[src/rtl/counter_run_sched.sv]
// counter_run_sched: round-robin scheduler sharing one up-counter among NREQ run requesters
module counter_run_sched #(
  parameter int NREQ  = 4,
  parameter int LEN_W = 4,
  parameter int IDW   = 2
) (
  input  logic                  clk,
  input  logic                  reset,
  input  logic [NREQ-1:0]       req,
  input  logic [NREQ*LEN_W-1:0] req_len,
  output logic [NREQ-1:0]       grant,
  output logic                  busy,
  output logic                  done,
  output logic [IDW-1:0]        done_id,
  output logic [3:0]            result,
  output logic                  result_ovf,
  output logic                  cnt_reset,
  output logic                  cnt_enable,
  input  logic [3:0]            cnt_value,
  input  logic                  cnt_overflow
);
  typedef enum logic [2:0] {IDLE, CLEAR, RUN, SETTLE, DONE} state_t;
  state_t state, nxt;
  logic [IDW-1:0] ptr, idx, win, j;
  logic [LEN_W-1:0] run_len, down;
  logic any;
  // descending scan so the closest set bit at or after ptr is written last
  always_comb begin
    win = '0;
    any = 1'b0;
    j = '0;
    for (int k = NREQ-1; k >= 0; k--) begin
      j = IDW'((int'(ptr) + k) % NREQ);
      if (req[j]) begin
        win = j;
        any = 1'b1;
      end
    end
  end
  always_comb begin
    nxt = state == IDLE   ? (any ? CLEAR : IDLE) :
          state == CLEAR  ? (run_len == '0 ? SETTLE : RUN) :
          state == RUN    ? (down == LEN_W'(1) ? SETTLE : RUN) :
          state == SETTLE ? DONE : IDLE;
    busy = state != IDLE;
    done = state == DONE;
    cnt_reset = reset || state == CLEAR;
    cnt_enable = !reset && state == RUN;
  end
  always_ff @(posedge clk) begin
    if (reset) begin
      state <= IDLE;
      ptr <= '0;
      idx <= '0;
      run_len <= '0;
      down <= '0;
      grant <= '0;
      done_id <= '0;
      result <= '0;
      result_ovf <= 1'b0;
    end else begin
      state <= nxt;
      if (state == IDLE && any) begin
        idx <= win;
        run_len <= req_len[int'(win)*LEN_W +: LEN_W];
        grant <= NREQ'(1) << win;
        ptr <= win == IDW'(NREQ-1) ? '0 : win + 1'b1;
      end
      if (state == CLEAR) down <= run_len;
      if (state == RUN) down <= down - 1'b1;
      // counter has settled by SETTLE, so results are valid alongside done
      if (state == SETTLE) begin
        result <= cnt_value;
        result_ovf <= cnt_overflow;
        done_id <= idx;
      end
      if (state == DONE) grant <= '0;
    end
  end
endmodule

[config.mk]
export PLATFORM = sky130hd
export DESIGN_NAME = counter_run_sched
export DESIGN_NICKNAME = d
export VERILOG_FILES = /design/src/rtl/counter_run_sched.sv
export SDC_FILE = /design/constraint.sdc
export NUM_CORES = 1
export LEC_CHECK = 0
export BUFFER_PORTS_ARGS = -buffer_cell sky130_fd_sc_hd__buf_2
export CORE_MARGIN = 2
export CORE_UTILIZATION = 49
export CTS_CLUSTER_SIZE = 25
export DETAILED_ROUTE_END_ITERATION = 8
export GPL_TIMING_DRIVEN = 0
export PLACE_DENSITY = 0.76
export SLEW_MARGIN = 20
export SYNTH_ARGS = -nofsm -noshare
export SYNTH_HDL_FRONTEND = slang
export SYNTH_SLANG_ARGS = --single-unit
[constraint.sdc]
create_clock -name clk -period 2.03 [get_ports clk]
set_input_delay 0.3045 -clock clk [delete_from_list [all_inputs] [get_ports clk]]
set_output_delay 0.3045 -clock clk [all_outputs]
set_load 0.005 [all_outputs]
**Word-level counts from Yosys, hierarchy flattened**

Cells that the tools add are included.

- Reduce and logical (&&, ||, !) cells: 9
- Add/sub/neg operators: 5
- Shift operators: 2
- $lt $le $gt $ge: 4
- Multiplexer cells: 26
- Equal/unequal tests: 6

Operators by type and width:

| operator | count |
|---|---|
| variable part select 16 x 5 -> 4 bit | 1 |
| less-than comparator 2 x 3 -> 1 bit, second input constant | 4 |
| 2-to-1 mux 3 bit | 4 |
| 2-to-1 mux 1 bit | 11 |
| 2-to-1 mux 2 bit | 5 |
| binary-select mux 1 bit (select 2 bit) | 4 |
| 2-to-1 mux 4 bit | 2 |
| equality test 3 x 2 -> 1 bit, second input constant | 2 |
| adder 2 x 1 -> 2 bit, second input constant | 2 |
| adder 2 bit, second input constant | 2 |
| equality test 4 x 1 -> 1 bit, second input constant | 1 |
| zero test 4 bit | 1 |
| left shift 1 x 2 -> 4 bit, first input constant | 1 |
| subtractor 4 x 1 -> 4 bit, second input constant | 1 |
| equality test 3 x 1 -> 1 bit, second input constant | 1 |
| equality test 3 bit, second input constant | 1 |
| zero test 3 bit | 1 |
| nonzero test 3 bit | 1 |
| equality test 2 bit, second input constant | 1 |
| logical AND 1 bit | 2 |
| nonzero test 2 bit | 1 |
| OR reduction 2 bit | 1 |
| zero test 1 bit | 1 |
| logical OR 1 bit | 1 |

- Logic and storage cells: 61
- Register bits: 26

**Logic depth before layout (Yosys ltp)**

Gate-level depths: netlist of the first run.

- Depth in word-level cells: 9
- Mapped depth: 9
- Depth with buffers taken out: 7

**Worst setup path after synthesis of the first run**

OpenSTA, ideal clock, no wires.

- Path type: reg-to-reg
- Start: register ptr[1]
- End: register ptr[1]
- Clock period less this slack: 1.661 ns
- Data arrival time: 1.575 ns
- Stages on the path, launching flop included: 9
- Setup slack: 0.369 ns
- Path through: dfxtp_1 a21oi_1 o21ai_1 o2bb2a_1 clkbuf_1 buf_4 inv_1 ha_1 a211oi_1

- Cells in the longest elaborated chain, start to end: 9

Ends and longest elaborated chain:

| item | RTL line | source |
|---|---|---|
| start, declared | 24 | `logic [IDW-1:0] ptr, idx, win, j;` |
| start signal, assigned | 67 | `ptr <= win == IDW'(NREQ-1) ? '0 : win + 1'b1;` |
| adder 2 bit | 33 | `j = IDW'((int'(ptr) + k) % NREQ);` |
| binary-select mux 1 bit (select 2 bit) | 34 | `if (req[j]) begin` |
| 2-to-1 mux 1 bit (not written as such) | 34 |  |
| 2-to-1 mux 2 bit (4 in a row) | 34 |  |
| adder 2 x 1 -> 2 bit / equality test 2 bit (equally long branches) | 67 |  |
| 2-to-1 mux 2 bit | 67 |  |

Several ways; a longest one is shown, not always the timed one. The select of a mux whose other input is x is not followed.
A chain may end at the register's enable or synchronous reset.

**Worst setup path after layout of the first run**

- Start: register state[1]
- End: output port cnt_enable

- Cells in the longest elaborated chain, start to end: 2

Ends and longest elaborated chain:

| item | RTL line | source |
|---|---|---|
| start, declared | 23 | `state_t state, nxt;` |
| start signal, assigned | 62 | `state <= nxt;` |
| equality test 3 x 2 -> 1 bit | 48 | `cnt_enable = !reset && state == RUN;` |
| logical AND 1 bit | 48 |  |
| end, declared | 18 | `output logic cnt_enable,` |

Every way passes these cells.

==> impl_metrics.csv, run 1 <==
group,metric,value,unit
run_status,status,"complete, no violations",
critical_path,path_buf_inv,2,
logic_synthesis,synthFlopType,"dfxtp_1",
placement,port_buffers,40,
critical_path,start_kind,"flop",
cts,post_cts_buffers,0,
critical_path,reg2reg_to,"ptr[1]$_SDFFE_PP0P_",
placement,dp_hpwl,2178,um
logic_synthesis,synth_top_area_share,40.04,%
routing,antenna_left,0,
grt,grt_pass1_wl,4788,um
critical_path,cp.required,1.73,ns
floorplanning,die_w,55.51,um
cts,numCtsBuffers,3,
logic_synthesis,synthTopCellsByArea,"dfxtp_1, mux2i_1, nor2_1, a21oi_1, nand2_1",
floorplanning,initial_utilization,52.00,%
layout,fillers,227,
power_and_ir_drop,peakVddDrop,0.0008242,V
layout,area_delta_synth_final,23.29,%
timing,fmax,530.4,MHz
placement,gp_congestion,0.7883,
logic_synthesis,synth.largest_area_cell,"dfxtp_1",
timing,grt_setup_unrepaired,"no",
logic_synthesis,ys_types,35,
critical_path,worstPathArrival,1.58,ns
grt,grt_max_degree,16,
floorplanning,ioPinCount,42,
logic_synthesis,synth_fp_nets,178,
placement,placed_area,1538,um2
routing,drc,0,
logic_synthesis,synth_seq_area_share,40.04,%
cts,h-tree-depth,1,
critical_path,end_kind,"output port",
cts,insertion_delay,0.32,ns
timing,max_slew.worst_pin.slew,0.5211,ns
logic_synthesis,async_reset_ff_share,0,%
critical_path,critPathMaxStageDelay,0.53,ns
routing,routed_wl,2725,um
layout,final_area,1603,um2
critical_path,path_class,"reg -> out",
cts,cts_tree,"yes",
timing,period_share,92.87,%
cts,clkSinkCount,26,
logic_synthesis,syn_inst,147,
grt,antenna_found_initial,0,
worst_hold_path,holdPathEnd,"result[0]$_SDFFE_PP0P_",
floorplanning,chipHeight,55.51,um
power_and_ir_drop,p_leak,0.7550,nW
layout,drive_gt1_share,30.53,%
timing,timing.setup.tns,0,ns
critical_path,rrSetupSlack,0.23,ns
critical_path,critPathTopFamily,"simple AND/OR/NAND/NOR gates",
routing,dr.pass1.iters,4,
critical_path,slowest_stage,"or3b_2",
timing,fin_skew,0.01019,ns
cts,root_buffer,"clkbuf_4",
power_and_ir_drop,p_per_area,1313,nW/um2
routing,vias,1193,
timing,relSlewSlack,65.26,%
floorplanning,core,2500,um2
logic_synthesis,synth_edf_count,0,
timing,setup_viol,0,
layout,n_antenna_cell,0,
floorplanning,row_count,18,
timing,hold_viol_final,0,
critical_path,crit_chain,"clkbuf_2 > or3b_2 > nor2_1 > buf_2",
cts,clockBufferDepth,2,
timing,drv_slew,0,
critical_path,path_max_fanout,8,
floorplanning,die_area,3081,um2
logic_synthesis,ys_warn_count,0,
grt,grt_overflow_total,0,
layout,final_nets,222,
worst_hold_path,min_from,"cnt_value[0]",
critical_path,cp-startpoint,"state[1]$_SDFF_PP0_",
logic_synthesis,netlist_area,1300,um2
grt,grt_pass1_vias,1153,
timing,holdWs,0.2028,ns
cts,cts.clk_slew.worst_paths,0.14,ns
flow_run,drv_cap,0,
logic_synthesis,ys_ff_latch,26,
critical_path,reg2regPathDepth,5,
grt,grt_use_total,18.64,%
routing,wl_per_cell,12.39,um
logic_synthesis,avgSynthCellArea,8.844,um2
worst_hold_path,hold_depth,3,
critical_path,reg2reg_from,"ptr[1]$_SDFFE_PP0P_",
worst_hold_path,min_path_type,"in -> reg",
timing,period_needed,1.885,ns
routing,viasPerCell,5.423,
routing,drt_iter0_drc,46,
## worst reg2reg max path: cells and delay by family (launching register included)
family	cells	cell delay, ns
AO/OA/AOI/OAI	2	0.62
adder cells (fa/ha/maj)	1	0.31
flip-flops	1	0.50
multiplexers	1	0.22
AND/OR/NAND/NOR	1	0.08
## placed cells by master, fill, tap and decap left out, types with 2 or more instances in the layout
master and n:
nor3b_1 3, clkbuf_2 2, or3b_2 2, a21oi_1 12, nor2_2 2, buf_6 2
nand3b_1 6, buf_2 41, o221ai_1 4, nor3_1 3, nor2_1 17, inv_1 6
mux2i_1 16, ha_1 4, nand3_1 3, clkbuf_1 4, nand2_1 14, dfxtp_1 26
a211oi_1 2, clkbuf_4 3, nand2b_1 3
## cell usage after synthesis, types with 2 or more instances
cell / n
o221ai_1: 4
mux2i_1: 16
nor3_1: 3
nand3b_1: 6
inv_1: 6
ha_1: 4
nor3b_1: 3
nor2_1: 17
nand2_1: 14
nand3_1: 3
nor2_2: 2
dfxtp_1: 26
a211oi_1: 2
or3b_2: 2
clkbuf_1: 6
nand2b_1: 3
a21oi_1: 12
## worst max path at each step
stage | endpoint | slack (ns) | cells after the start
2_1_floorplan | ptr[1]$_SDFFE_PP0P_ | 0.37 | 8
5_1_grt | ptr[1]$_SDFFE_PP0P_ | 0.003 | 5
3_5_place_dp | ptr[1]$_SDFFE_PP0P_ | 0.10 | 9
3_3_place_gp | ptr[1]$_SDFFE_PP0P_ | 0.16 | 9
4_1_cts | cnt_enable | 0.05 | 5
6_report | cnt_enable | 0.14 | 4
## per-layer routing
layer | track usage, % | up-vias | share of wire [%]
met2 | 33.16 | 25 | 51
met5 | 0 | - | 0
met4 | 5.923 | 0 | 1.5
met1 | 23.32 | 559 | 44
li1 | - | 603 | -
met3 | 2.108 | 6 | 3.1
## where the power goes
part / leakage (nW) / total, mW / switching [mW] / internal (mW)
registers: 0.213 / 0.784 / 0.116 / 0.669
clock network: 0.0279 / 0.351 / 0.152 / 0.200
logic: 0.514 / 0.969 / 0.515 / 0.454
total: 0.755 / 2.10 / 0.782 / 1.32
## state kept, by name, indices dropped and copies added, names as in the netlist
name	cells
down	4
grant	4
result	4
run_len	4
state	3
done_id	2
idx	2
ptr	2
result_ovf	1
## cell families after synthesis
family	count (synthesis)	synth area share, %
and+or+nand+nor	58	23.20
AOI/OAI and AO/OA	26	14.24
DFF	26	40.04
buffers and inverters	16	5.678
muxes	16	12.32
adders and majority gates	4	3.850
xor gates and xnor gates	1	0.6738
## what timing repair did
action,4_1_cts,5_1_grt
setup endpoints to repair,0,3
gates resized for setup,0,3
hold buffers,0,0
## stage by stage
stage                     cells  power [mW]  utilization, %  setup WS (ns)
final                       220       2.105           64.11         0.1446
after CTS                   221       2.101           63.61        0.04954
after global placement      217       1.712           61.51         0.1602
after floorplan             147       1.503               -         0.3691
after global routing        220       2.279           64.11       0.002504
after detailed placement    217       1.753           61.51         0.1038
## layout make-up
class                      instances  area, um2  share of cell area, %
buffer                             9      52.55                  3.279
clock buffer                       3      22.52                  1.405
clock inverter                     1      30.03                  1.874
inverter                           6      22.52                  1.405
multi-input combinational        105      716.9                  44.73
sequential                        26      520.5                  32.47
tap                               30      37.54                  2.342
timing repair buffer              40      200.2                  12.49
Power figures use the tool's default switching activity.
==> inputs of run 2 (changes only) <==
Settings changed: MAX_ROUTING_LAYER set to met4.
==> impl_metrics.csv, run 2 (same netlist as run 1, synthesis figures left out) <==
group,metric,value,unit
run_status,status,"complete, no violations",
worst_hold_path,min_path_type,"in -> reg",
routing,vias,1192,
cts,cts.clk_slew.worst_paths,0.14,ns
layout,stdcell_count,220,
timing,setup_slack,0.1452,ns
cts,insertion_delay,0.32,ns
routing,drt_iter0_drc,46,
placement,dp_slack,0.1038,ns
floorplanning,initial_utilization,52.00,%
cts,post_cts_buffers,0,
routing,drc,0,
critical_path,end_kind,"output port",
cts,h-tree-depth,1,
critical_path,reg2reg_from,"ptr[1]$_SDFFE_PP0P_",
cts,clkSinkCount,26,
floorplanning,die_w,55.51,um
routing,antenna_left,0,
critical_path,start_kind,"flop",
layout,multi_input_area,716.9,um2
timing,period_needed,1.885,ns
floorplanning,core,2500,um2
layout,seqCellArea,520.5,um2
layout,final_nets,222,
routing,routed_wl,2734,um
critical_path,crit_chain,"clkbuf_2 > or3b_2 > nor2_1 > buf_2",
critical_path,cp-startpoint,"state[1]$_SDFF_PP0_",
timing,fmax,530.6,MHz
grt,antenna_found_initial,0,
power_and_ir_drop,peakVddDrop,0.0008244,V
critical_path,critPathMaxStageDelay,0.53,ns
routing,viasPerCell,5.418,
routing,wl_per_cell,12.43,um
critical_path,path_class,"reg -> out",
timing,drv_slew,0,
floorplanning,row_count,18,
cts,cts_tree,"yes",
critical_path,worst-path-stages,4,
placement,gp_congestion,0.7993,
grt,grt_overflow_total,0,
timing,relSlewSlack,65.26,%
timing,setup_viol,0,
timing,hold_viol_final,0,
layout,fin_util,64.11,%
floorplanning,die_area,3081,um2
placement,dp_hpwl,2178,um
critical_path,path_buf_inv,2,
critical_path,worstPathArrival,1.58,ns
placement,port_buffers,40,
timing,max_slew.worst_pin.slew,0.5211,ns
cts,clockBufferDepth,2,
worst_hold_path,hold_depth,3,
critical_path,critPathTopFamily,"simple AND/OR/NAND/NOR gates",
critical_path,slowest_stage,"or3b_2",
timing,grt_setup_unrepaired,"no",
critical_path,cp.required,1.73,ns
layout,layout_commonest_cell,"buf_2",
layout,area_delta_synth_final,23.29,%
flow_run,drv_cap,0,
routing,dr.pass1.iters,4,
layout,drive_gt1_share,30.53,%
timing,fin_skew,0.01007,ns
layout,fillers,227,
grt,grt_max_degree,16,
placement,numPlacedInstances,217,
layout,final_cell_mix,"buf_2, dfxtp_1, nor2_1",
grt,grt_use_total,19.27,%
power_and_ir_drop,p_per_area,1313,nW/um2
grt,grt_pass1_vias,1148,
floorplanning,chipHeight,55.51,um
cts,numCtsBuffers,3,
power_and_ir_drop,p_leak,0.7550,nW
cts,root_buffer,"clkbuf_4",
critical_path,path_max_fanout,8,
layout,n_antenna_cell,0,
worst_hold_path,min_from,"cnt_value[0]",
floorplanning,ioPinCount,42,
grt,grt_pass1_wl,4816,um
timing,period_share,92.85,%
critical_path,reg2regPathDepth,5,
timing,timing.setup.tns,0,ns
==> run 2: timing repair <==
| action | CTS | global route |
|---|---|---|
| setup endpoints to repair | 0 | 3 |
| resized for setup | 0 | 3 |
| hold buffers | 0 | 0 |
==> run 2: layout make-up <==
type | count | area share (%)
well taps | 30 | 2.342
multi-input cells | 105 | 44.73
repair buffers | 40 | 12.49
plain buffers | 9 | 3.279
clock inverters | 1 | 1.874
flip-flops and latches | 26 | 32.47
inverters | 6 | 1.405
clock buffers | 3 | 1.405
==> run 2: worst register-to-register path, delay by kind of cell, from the launching register on <==
family,cells,cell delay [ns]
fa+ha+maj,1,0.31
compound gates,2,0.62
simple gates,1,0.08
mux,1,0.22
flops,1,0.50
==> run 2: power by group <==
group	internal (mW)	switching [mW]	total, mW
Sequential	0.669	0.116	0.784
Clock	0.200	0.152	0.351
Combinational	0.454	0.515	0.969
Total	1.32	0.782	2.10
==> run 2: worst paths after layout <==
check	endpoint	slack, ns
min	result[0]$_SDFFE_PP0P_	0.20
max	cnt_enable	0.15
max reg2reg	ptr[1]$_SDFFE_PP0P_	0.23
min reg2reg	grant[1]$_SDFFE_PP0P_	0.46
==> run 2: metal layers <==
layer	vias to the layer above	share of wire [%]	GRT usage [%]
met5	-	0	-
met4	0	1.0	5.226
met3	4	3.2	2.342
met2	25	52	33.50
met1	560	44	23.47
li1	603	-	-
==> run 2: stage by stage <==
stage | power (mW) | hold WS, ns | instance area (um2)
after floorplan | 1.503 | 0.4357 | 1300
after global placement | 1.712 | 0.4374 | 1538
after detailed placement | 1.753 | 0.4461 | 1538
after CTS | 2.101 | 0.2016 | 1590
after global routing | 2.279 | 0.1955 | 1603
final | 2.105 | 0.2028 | 1603
==> inputs of run 3 (changes only) <==
Settings changed: BUFFER_PORTS_ARGS -buffer_cell sky130_fd_sc_hd__buf_2 to -buffer_cell sky130_fd_sc_hd__buf_4, CORE_UTILIZATION 49 to 25, PLACE_DENSITY 0.76 to 0.44.
==> impl_metrics.csv, run 3 (same netlist as run 1, synthesis figures left out) <==
group,metric,value,unit
run_status,status,"complete, no violations",
layout,drive_gt1_share,30.16,%
grt,grt_pass1_wl,5478,um
floorplanning,ioPinCount,42,
critical_path,end_kind,"output port",
layout,final_cell_mix,"buf_4, dfxtp_1, nor2_1",
grt,antenna_found_initial,0,
timing,relSlewSlack,64.66,%
routing,wl_per_cell,12.19,um
timing,grt_setup_unrepaired,"no",
routing,drc,0,
critical_path,start_kind,"flop",
cts,cts.clk_slew.worst_paths,0.09,ns
routing,routed_wl,3156,um
placement,gp_congestion,0.7086,
placement,port_buffers,40,
power_and_ir_drop,p_leak,0.7732,nW
placement,dp_hpwl,2427,um
floorplanning,core,5075,um2
grt,grt_max_degree,15,
layout,stdcell_count,259,
cts,root_buffer,"clkbuf_8",
layout,final_nets,221,
layout,area_delta_synth_final,34.36,%
floorplanning,initial_utilization,25.62,%
timing,timing.setup.tns,0,ns
cts,clockBufferDepth,2,
critical_path,rrSetupSlack,0.21,ns
timing,period_needed,1.838,ns
routing,viasPerCell,4.544,
worst_hold_path,min_path_type,"in -> reg",
cts,insertion_delay,0.27,ns
flow_run,drv_cap,0,
floorplanning,die_area,5793,um2
timing,setup_viol,0,
cts,h-tree-depth,1,
placement,numPlacedInstances,257,
floorplanning,row_count,26,
timing,fin_skew,0.003914,ns
timing,hold_viol_final,0,
power_and_ir_drop,peakVddDrop,0.0004197,V
timing,max_slew.worst_pin.slew,0.5301,ns
critical_path,path_max_fanout,8,
routing,dr.pass1.iters,4,
grt,grt_pass1_vias,1209,
critical_path,cp.required,1.73,ns
timing,fmax,544.1,MHz
grt,grt_use_total,11.66,%
grt,grt_overflow_total,0,
cts,numCtsBuffers,3,
routing,drt_iter0_drc,52,
cts,post_cts_buffers,0,
cts,cts_tree,"yes",
layout,fillers,553,
cts,clkSinkCount,26,
layout,layout_commonest_cell,"buf_4",
critical_path,worstPathArrival,1.53,ns
routing,antenna_left,0,
power_and_ir_drop,p_per_area,1229,nW/um2
timing,period_share,90.54,%
layout,seqCellArea,520.5,um2
floorplanning,die_w,76.11,um
layout,n_antenna_cell,0,
routing,vias,1177,
layout,multi_input_area,716.9,um2
critical_path,path_class,"reg -> out",
floorplanning,chipHeight,76.11,um
timing,drv_slew,0,
==> run 3: cell count changes in the layout (fill, tap and decap cells not counted), sizes merged <==
cell and change:
bufinv -1
==> run 3: cell type report <==
| class | instances | area share [%] |
|---|---|---|
| plain buffers | 8 | 2.507 |
| clock buffers | 4 | 3.152 |
| inverters | 6 | 1.289 |
| multi-input cells | 105 | 41.05 |
| flip-flops and latches | 26 | 29.80 |
| well taps | 70 | 5.014 |
| repair buffers | 40 | 17.19 |
==> run 3: routing by layer <==
layer | global-route usage [%] | share of wire (%) | up-vias | routed length (um)
li1 | - | - | 600 | -
met1 | 14.67 | 47 | 535 | 1499
met2 | 19.11 | 46 | 38 | 1466
met3 | 2.370 | 5.0 | 4 | 158
met4 | 3.273 | 0.98 | 0 | 31
met5 | - | 0 | - | 0
==> run 3: what timing repair did <==
item                                   in CTS  in global routing
gates resized for setup                     0                  1
hold buffers                                0                  0
endpoints found under the hold margin       0                  0
setup endpoints to repair                   0                  4
==> run 3: final timing paths <==
path | from | to | depth (start not counted)
max | state[1]$_SDFF_PP0_ | cnt_enable | 4
min | cnt_value[3] | result[3]$_SDFFE_PP0P_ | 3
max reg2reg | ptr[1]$_SDFFE_PP0P_ | ptr[1]$_SDFFE_PP0P_ | 7
min reg2reg | idx[0]$_SDFFE_PP0P_ | idx[0]$_SDFFE_PP0P_ | 2
==> run 3: where the power goes <==
part	internal, mW	switching (mW)	leakage [nW]
clock network	0.174	0.168	0.0288
registers	0.669	0.116	0.213
logic	0.491	0.528	0.532
total	1.33	0.812	0.773
==> run 3: critical path, stage by stage, from the launching register on <==
cell and delay, ns:
dfxtp_1 0.32, clkbuf_2 0.17, or3b_2 0.54, nor2_1 0.11, buf_4 0.12
==> run 3: per-stage QoR <==
step                      hold slack, ns  instance area (um2)  util (%)  setup WS [ns]  power (mW)
final                             0.2625                 1747     34.42         0.1921       2.146
after global routing              0.2659                 1747     34.42        0.05782       2.320
after detailed placement          0.4542                 1688     33.26        0.04258       1.822
after floorplan                   0.4357                 1300         -         0.3691       1.503
after CTS                         0.2588                 1743     34.34        0.09974       2.160
after global placement            0.4454                 1688     33.26         0.1133       1.802
